--- src/rtl/mem_arb.sv ---
// mem_arb: two-master arbiter for the single-port data RAM.
// M0 (pipeline EX/MEM data port) has fixed priority over M1 (loader/debug),
// except while M1 holds a bus lock. Grants and the RAM drive are combinational;
// read data is steered back to the master that issued the read one cycle earlier.
// Optional feature: define MEM_ARB_STARVE_GUARD_EN to bound how long a locked
// M1 burst may hold off a waiting M0 (MAX_LOCK cycles).
module mem_arb #(
  parameter int unsigned AW       = 32,
  parameter int unsigned DW       = 32,
  parameter int unsigned MAX_LOCK = 16
) (
  input  logic              clk,
  input  logic              rst,
  input  logic              m0_req_i,
  input  logic              m0_we_i,
  input  logic [DW/8-1:0]   m0_wem_i,
  input  logic [AW-1:0]     m0_addr_i,
  input  logic [DW-1:0]     m0_data_i,
  output logic [DW-1:0]     m0_data_o,
  output logic              m0_hold_o,
  input  logic              m1_req_i,
  input  logic              m1_lock_i,
  input  logic              m1_we_i,
  input  logic [DW/8-1:0]   m1_wem_i,
  input  logic [AW-1:0]     m1_addr_i,
  input  logic [DW-1:0]     m1_data_i,
  output logic              m1_gnt_o,
  output logic              m1_rvalid_o,
  output logic [DW-1:0]     m1_data_o,
  output logic              ram_cs_o,
  output logic              ram_we_o,
  output logic [DW/8-1:0]   ram_wem_o,
  output logic [AW-1:0]     ram_addr_o,
  output logic [DW-1:0]     ram_wdata_o,
  input  logic [DW-1:0]     ram_rdata_i
);

  typedef enum logic {IDLE, LOCK1} state_t;
  typedef enum logic [1:0] {RD_NONE, RD_M0, RD_M1} rd_sel_t;

  // A lock that can never be held is a configuration error.
  if (MAX_LOCK < 1) begin : g_max_lock_chk
    $error("mem_arb: MAX_LOCK must be at least 1");
  end

  state_t  state_q, state_d;
  rd_sel_t rd_sel_q, rd_sel_d;
  logic    gnt0, gnt1;
  logic    starve;

`ifdef MEM_ARB_STARVE_GUARD_EN
  localparam int unsigned CW = $clog2(MAX_LOCK + 1);
  logic [CW-1:0] cnt_q, cnt_d;

  // Lock has held off a requesting M0 for MAX_LOCK cycles: this cycle goes to M0.
  assign starve = (state_q == LOCK1) && (cnt_q == CW'(MAX_LOCK));

  // Count consecutive locked cycles in which M0 is waiting.
  always_comb begin
    cnt_d = '0;
    if ((state_q == LOCK1) && (state_d == LOCK1) && m0_req_i && !starve)
      cnt_d = cnt_q + CW'(1);
  end

  // Starvation counter register.
  always_ff @(posedge clk or posedge rst) begin
    if (rst) cnt_q <= '0;
    else     cnt_q <= cnt_d;
  end
`else
  assign starve = 1'b0;
`endif

  // Next-state, grant and read-tracking decode; everything gated off during reset.
  always_comb begin
    state_d  = state_q;
    gnt0     = 1'b0;
    gnt1     = 1'b0;
    rd_sel_d = RD_NONE;
    if (!rst) begin
      case (state_q)
        IDLE: begin
          gnt0 = m0_req_i;
          gnt1 = m1_req_i & ~m0_req_i;
          if (gnt1 && m1_lock_i) state_d = LOCK1;
        end
        LOCK1: begin
          if (starve) begin
            gnt0    = m0_req_i;
            gnt1    = m1_req_i & ~m0_req_i;
            state_d = IDLE;
          end else begin
            gnt1 = m1_req_i;
            if (!m1_lock_i) state_d = IDLE;
          end
        end
        default: state_d = IDLE;
      endcase
      if (gnt0 && !m0_we_i)      rd_sel_d = RD_M0;
      else if (gnt1 && !m1_we_i) rd_sel_d = RD_M1;
    end
  end

  // State and read-owner registers.
  always_ff @(posedge clk or posedge rst) begin
    if (rst) begin
      state_q  <= IDLE;
      rd_sel_q <= RD_NONE;
    end else begin
      state_q  <= state_d;
      rd_sel_q <= rd_sel_d;
    end
  end

  // RAM port mux: the winning master's fields, all zero when nobody is granted.
  always_comb begin
    ram_cs_o    = gnt0 | gnt1;
    ram_we_o    = 1'b0;
    ram_wem_o   = '0;
    ram_addr_o  = '0;
    ram_wdata_o = '0;
    if (gnt0) begin
      ram_we_o    = m0_we_i;
      ram_wem_o   = m0_wem_i;
      ram_addr_o  = m0_addr_i;
      ram_wdata_o = m0_data_i;
    end else if (gnt1) begin
      ram_we_o    = m1_we_i;
      ram_wem_o   = m1_wem_i;
      ram_addr_o  = m1_addr_i;
      ram_wdata_o = m1_data_i;
    end
  end

  assign m0_hold_o   = m0_req_i & ~gnt0 & ~rst;
  assign m1_gnt_o    = gnt1;
  assign m1_rvalid_o = (rd_sel_q == RD_M1);
  assign m0_data_o   = (rd_sel_q == RD_M0) ? ram_rdata_i : '0;
  assign m1_data_o   = (rd_sel_q == RD_M1) ? ram_rdata_i : '0;

endmodule

--- config.mk ---
export PLATFORM = sky130hd
export DESIGN_NAME = mem_arb
export DESIGN_NICKNAME = d
export VERILOG_FILES = /design/src/rtl/mem_arb.sv
export SDC_FILE = /design/constraint.sdc
export NUM_CORES = 1
export LEC_CHECK = 0
export CORE_AREA = 2 2 121 123
export CTS_CLUSTER_SIZE = 28
export DETAILED_ROUTE_END_ITERATION = 10
export DIE_AREA = 0 0 123 125
export PLACE_DENSITY = 0.63
export SKIP_LAST_GASP = 1
export SYNTH_ARGS = -nofsm -noshare
export SYNTH_HDL_FRONTEND = slang
export SYNTH_SLANG_ARGS = --single-unit
--- constraint.sdc ---
create_clock -name clk -period 3.3 [get_ports clk]
set_input_delay 0.66 -clock clk [delete_from_list [all_inputs] [get_ports clk]]
set_output_delay 0.66 -clock clk [all_outputs]
set_load 0.05 [all_outputs]
* Word-level counts from Yosys, hierarchy flattened
Index checks and enable logic that the tools add are counted.
** Storage, ports and cells
- Register bits after elaboration :: 3
- Input bits :: 175
- Logic and storage cells :: 39
** Operators by class
- Equality and inequality tests :: 2
- Bitwise gates (word level) :: 8
- Muxes and demuxes :: 22
- Reductions and logical operators :: 5
** Operators with widths (count)
- 32-bit 2-to-1 mux :: 6
- 1-bit 2-to-1 mux :: 8
- 4-bit 2-to-1 mux :: 2
- 2-bit 2-to-1 mux :: 3
- 1-bit case mux with 2 select lines :: 3
- 1-bit inverter :: 4
- 1-bit bitwise AND :: 3
- 1-bit logical AND :: 3
- 2-bit by 1-bit equality test with 1-bit output, second input constant :: 1
- 2-bit equality test, second input constant :: 1
- 1-bit zero test :: 2
- 1-bit OR :: 1

* Logic depth before layout (Yosys ltp)
- Depth in word-level cells :: 8
- Depth in mapped cells :: 6
- Mapped depth without buffers :: 3

* Worst setup path before layout
No wires, ideal clock.
- Kind :: input-to-output
- Start :: input m1_req_i
- End :: output ram_wdata_o[14]
- Arrival :: 1.961 ns
- Setup slack :: 0.679 ns
- Stages :: 4
- Required time :: 2.640 ns
- Cells stage by stage :: buf_2 -> buf_1 -> nand3_1 -> a21oi_1
** On the way
- Cells in the longest elaborated chain, start to end :: 6
** RTL lines
- start: declaration :: line 21 : input logic m1_req_i,
- 1-bit bitwise AND
- 1-bit case mux with 2 select lines (*) :: line 81 : case (state_q)
- 1-bit 2-to-1 mux (*) (2 in a row) :: line 80 : if (!rst) begin
- 32-bit 2-to-1 mux (*) :: line 127 : end else if (gnt1) begin
- 32-bit 2-to-1 mux (*) :: line 122 : if (gnt0) begin
- end: declaration :: line 34 : output logic [DW-1:0] ram_wdata_o,
Every way passes the cells marked *; elsewhere a longest branch is shown, timed or not. The select of a mux whose other input is x is not followed.

* Final worst setup path
- Start :: input m0_req_i
- End :: output ram_addr_o[0]
** On the way
- Cells in the longest elaborated chain, start to end :: 7
- Elaborated cells between the ends (all ways) :: 10
- Classes of those cells :: mux (8); bitwise (2)
** RTL lines
- start: declaration :: line 14 : input logic m0_req_i,
- 1-bit inverter
- 1-bit bitwise AND
- 1-bit case mux with 2 select lines :: line 81
- 1-bit 2-to-1 mux (2 in a row) :: line 80
- 32-bit 2-to-1 mux :: line 127
- 32-bit 2-to-1 mux (*) :: line 122
- end: declaration :: line 33 : output logic [AW-1:0] ram_addr_o,
Marked as above.

==> out/qor_table.md <==
| Stage | Result | This run |
| --- | --- | --- |
| finish | Count of filler cells inserted in the layout | 1454 |
| floorplanning | Die Y-Extent | 125 um |
| pwr | Total power per unit cell area | 216 nW/um^2 |
| detailed routing | Drc violations | 0 |
| setup path | Crit path launch type | primary input |
| floorplanning | Count of boundary I/O pins | 312 |
| setup path | Critical-path maximum fanout | 34 |
| finish | Fraction of final layout cells with drive strength greater than 1 | 15.0% |
| cts | Post-CTS Setup Repair Bufs | 0 |
| setup path | Kind of critical path | primary input to primary output |
| floorplanning | Placeable core region | 14200 um^2 |
| detailed routing | 1st-iter DRT viols | 124 |
| cts | Root buffer cell | sky130_fd_sc_hd__clkbuf_16 |
| floorplanning | Number of core rows | 44 |
| setup path | Arrival time at the worst endpoint | 2.23 ns |
| cts | Number of H-tree levels | 1 |
| yosys | Post-synth net total | 501 |
| placement | Routability-driven placement congestion ratio | 0.768 |
| setup path | Crit. End Element | primary output |
| finish | Area occupied by registers | 75.1 um^2 |
| timing | Highest attainable clock frequency | 0.346 GHz |
| finish | Number of nets in the finished design | 789 |
| detailed routing | Antenna Violating Nets Remaining | 0 |
| timing | Final critical path time including I/O delays and setup | 2.89 ns |
| finish | Most frequent cells in the layout | sky130_fd_sc_hd__clkdlybuf4s50_1 (236), sky130_fd_sc_hd__buf_12 (73), sky130_fd_sc_hd__nand2_1 (69), sky130_fd_sc_hd__nand3_1 (69), sky130_fd_sc_hd__a21oi_1 (69) |
| detailed routing | Met3 wire length | 1340 um |
| detailed routing | Aggregate routed wire length | 12100 um |
| floorplanning | Die X | 123 um |
| cts | Largest buffer count on any clock path | 2 |
| timing | Final Hold Fails | 0 |
| global routing | Global-route wire length before repair | 18300 um |
| global routing | Overall fraction of global-route tracks in use | 15.1% |
| pwr | Maximum VDD drop | 0.000160 V |
| detailed routing | Routed length per instance | 15.2 um |
| yosys | Post-synthesis register bit count | 3 |
| detailed routing | Routed length on met1 | 4410 um |
| yosys | Count of distinct cell types in the synthesized netlist | 18 |
| timing | Min Hold Slack | 0.443 ns |
| global routing | Vias in the first global route | 3347 |
| global routing | Number of antenna violations at the first check in global routing | 0 |
| timing | Total setup violations reported at the end of the flow | 0 |
| cts | Worst-path clk slew | 0.03 ns |
| finish | Final core utilization | 40.4% |
| finish | Area occupied by multi-input gates | 1440 um^2 |
| hold path | Hold/Removal Path Class | primary input to asynchronous set/reset pin |
| setup path | Reg2Reg Setup Slack | 2.25 ns |
| timing | Final Skew | 0.000209 ns |
| cts | Hold-fix buffers at CTS | 0 |
| cts | Clock insertion delay at the later pin of the skew report | 0.22 ns |
| timing | Total Negative Setup Slacks | 0 ns |
| yosys | Total of warnings raised by yosys | 0 |
| finish | Leading cell type in the layout, fill and taps excluded | sky130_fd_sc_hd__clkdlybuf4s50_1 |
| pwr | Pleak | 2.20 nW |
| timing | Count of pins over their slew limit | 0 |
| floorplanning | Die area | 15400 um^2 |
| setup path | Crit path required time | 2.64 ns |
| detailed routing | Highest layer used for signal routing | met4 |
| yosys | Average instance area after synthesis | 5.17 um^2 |
| detailed routing | Routed wire length on met2 | 6270 um |
| cts | Number of resized instances in the post-cts repair step | 0 |
| timing | Least-Margin Pin Slew | 0.573 ns |
| finish | Growth of design area from synthesis to finish | 240% |
| yosys | Sequential element share of the synthesized area | 4.45% |
| cts | Sink Count | 3 |
| global routing | Largest net degree at the start of global routing | 70 |
| timing | Slew margin rel. | 61.7% |
| detailed routing | Detailed-routing iteration count for the pre-antenna-repair pass | 4 |
| cts | Clock tree from TritonCTS | done |
| floorplanning | Effective utilization at floorplan | 11.9% |
| flow run | # Max-Cap Violations | 0 |
| outcome | Status | complete, no violations |
| yosys | Post-synth design cell area | 1690 um^2 |
| finish | Diode insertion count for antenna repair | 0 |
| yosys | Gate count after technology mapping | 326 |
| detailed routing | Number of vias per cell | 4.17 |
| global routing | Residual overflow from global routing | 0 |
| placement | Number of I/O port buffers | 311 |
| timing | Unrepaired setup endpoints after global routing | no |
| timing | Final worst path period share | 87.6% |
| detailed routing | Count of vias placed by the detailed router | 3326 |
| cts | Number of CTS-inserted buffers | 3 |
| placement | Estimated wirelength of the detail-placed design | 9900 um |
==> registers in the layout (all words and copies together), names as in the netlist <==
name      count
rd_sel_q      2
state_q       1
==> through the flow <==
stage	setup slack, ns	power, mW	area, um^2	instances
5_1_grt	0.264	1.31	5740	797
6_report	0.409	1.24	5740	797
4_1_cts	0.391	1.25	5740	797
2_1_floorplan	0.679	0.495	1690	326
3_5_place_dp	0.394	1.06	5660	793
3_3_place_gp	0.434	1.06	5660	793
==> critical path, stage by stage <==
cell and delay [ns]:
sky130_fd_sc_hd__clkdlybuf4s50_1 0.55, sky130_fd_sc_hd__nor2b_4 0.24, sky130_fd_sc_hd__buf_12 0.20, sky130_fd_sc_hd__nand2_1 0.09, sky130_fd_sc_hd__a21oi_1 0.28, sky130_fd_sc_hd__buf_12 0.18
==> cell usage after synthesis (all sizes together) <==
cell type	count	area (um^2)
and2	64	400
a21oi	69	345
nor2	4	15.0
inv	1	3.75
nor4b	1	8.76
nand3	69	345
nor2b	3	18.8
o22a	1	8.76
dfrtp	3	75.1
and3	1	6.26
clkbuf	18	67.6
nor3	1	5.00
nand2	69	259
buf	20	114
nand2b	2	12.5
==> worst paths after layout <==
path	start	endpoint	cells after the start
max	m0_req_i	ram_addr_o[0]	6
min	rst	state_q$_DFFE_PP0N_	2
max reg2reg	state_q$_DFFE_PP0N_	rd_sel_q[1]$_DFF_PP0_	3
min reg2reg	state_q$_DFFE_PP0N_	rd_sel_q[0]$_DFF_PP0_	1
max in group asynchronous	rst	rd_sel_q[1]$_DFF_PP0_	2
min in group clk	state_q$_DFFE_PP0N_	rd_sel_q[0]$_DFF_PP0_	1
==> power breakdown <==
group	switching [mW]	internal, mW	total (mW)	leakage, nW
sequential	0.00310	0.0394	0.0425	0.0400
clock	0.0316	0.159	0.191	0.0382
combinational	0.514	0.494	1.01	2.12
total	0.549	0.693	1.24	2.20
==> metal layers <==
layer | up-vias | global-route usage (%)
li1 | 1658 | -
met1 | 1465 | 16.9
met2 | 195 | 28.1
met3 | 8 | 5.25
met4 | 0 | 1.34
met5 | - | 0
==> cell families after synthesis <==
group | synth area share, %
AO/OA/AOI/OAI | 21.0
flip-flops | 4.45
buffers and inverters | 11.0
AND/OR/NAND/NOR | 63.5
==> final cells by class <==
type / instances / area share, %
Inverter: 1 / 0.0654
Multi-Input combinational cell: 284 / 25.1
Clock buffer: 4 / 1.37
Sequential cell: 3 / 1.31
Tap cell: 184 / 4.01
Timing Repair Buffer: 321 / 68.1
No activity file was read; power rests on OpenSTA's default activity.
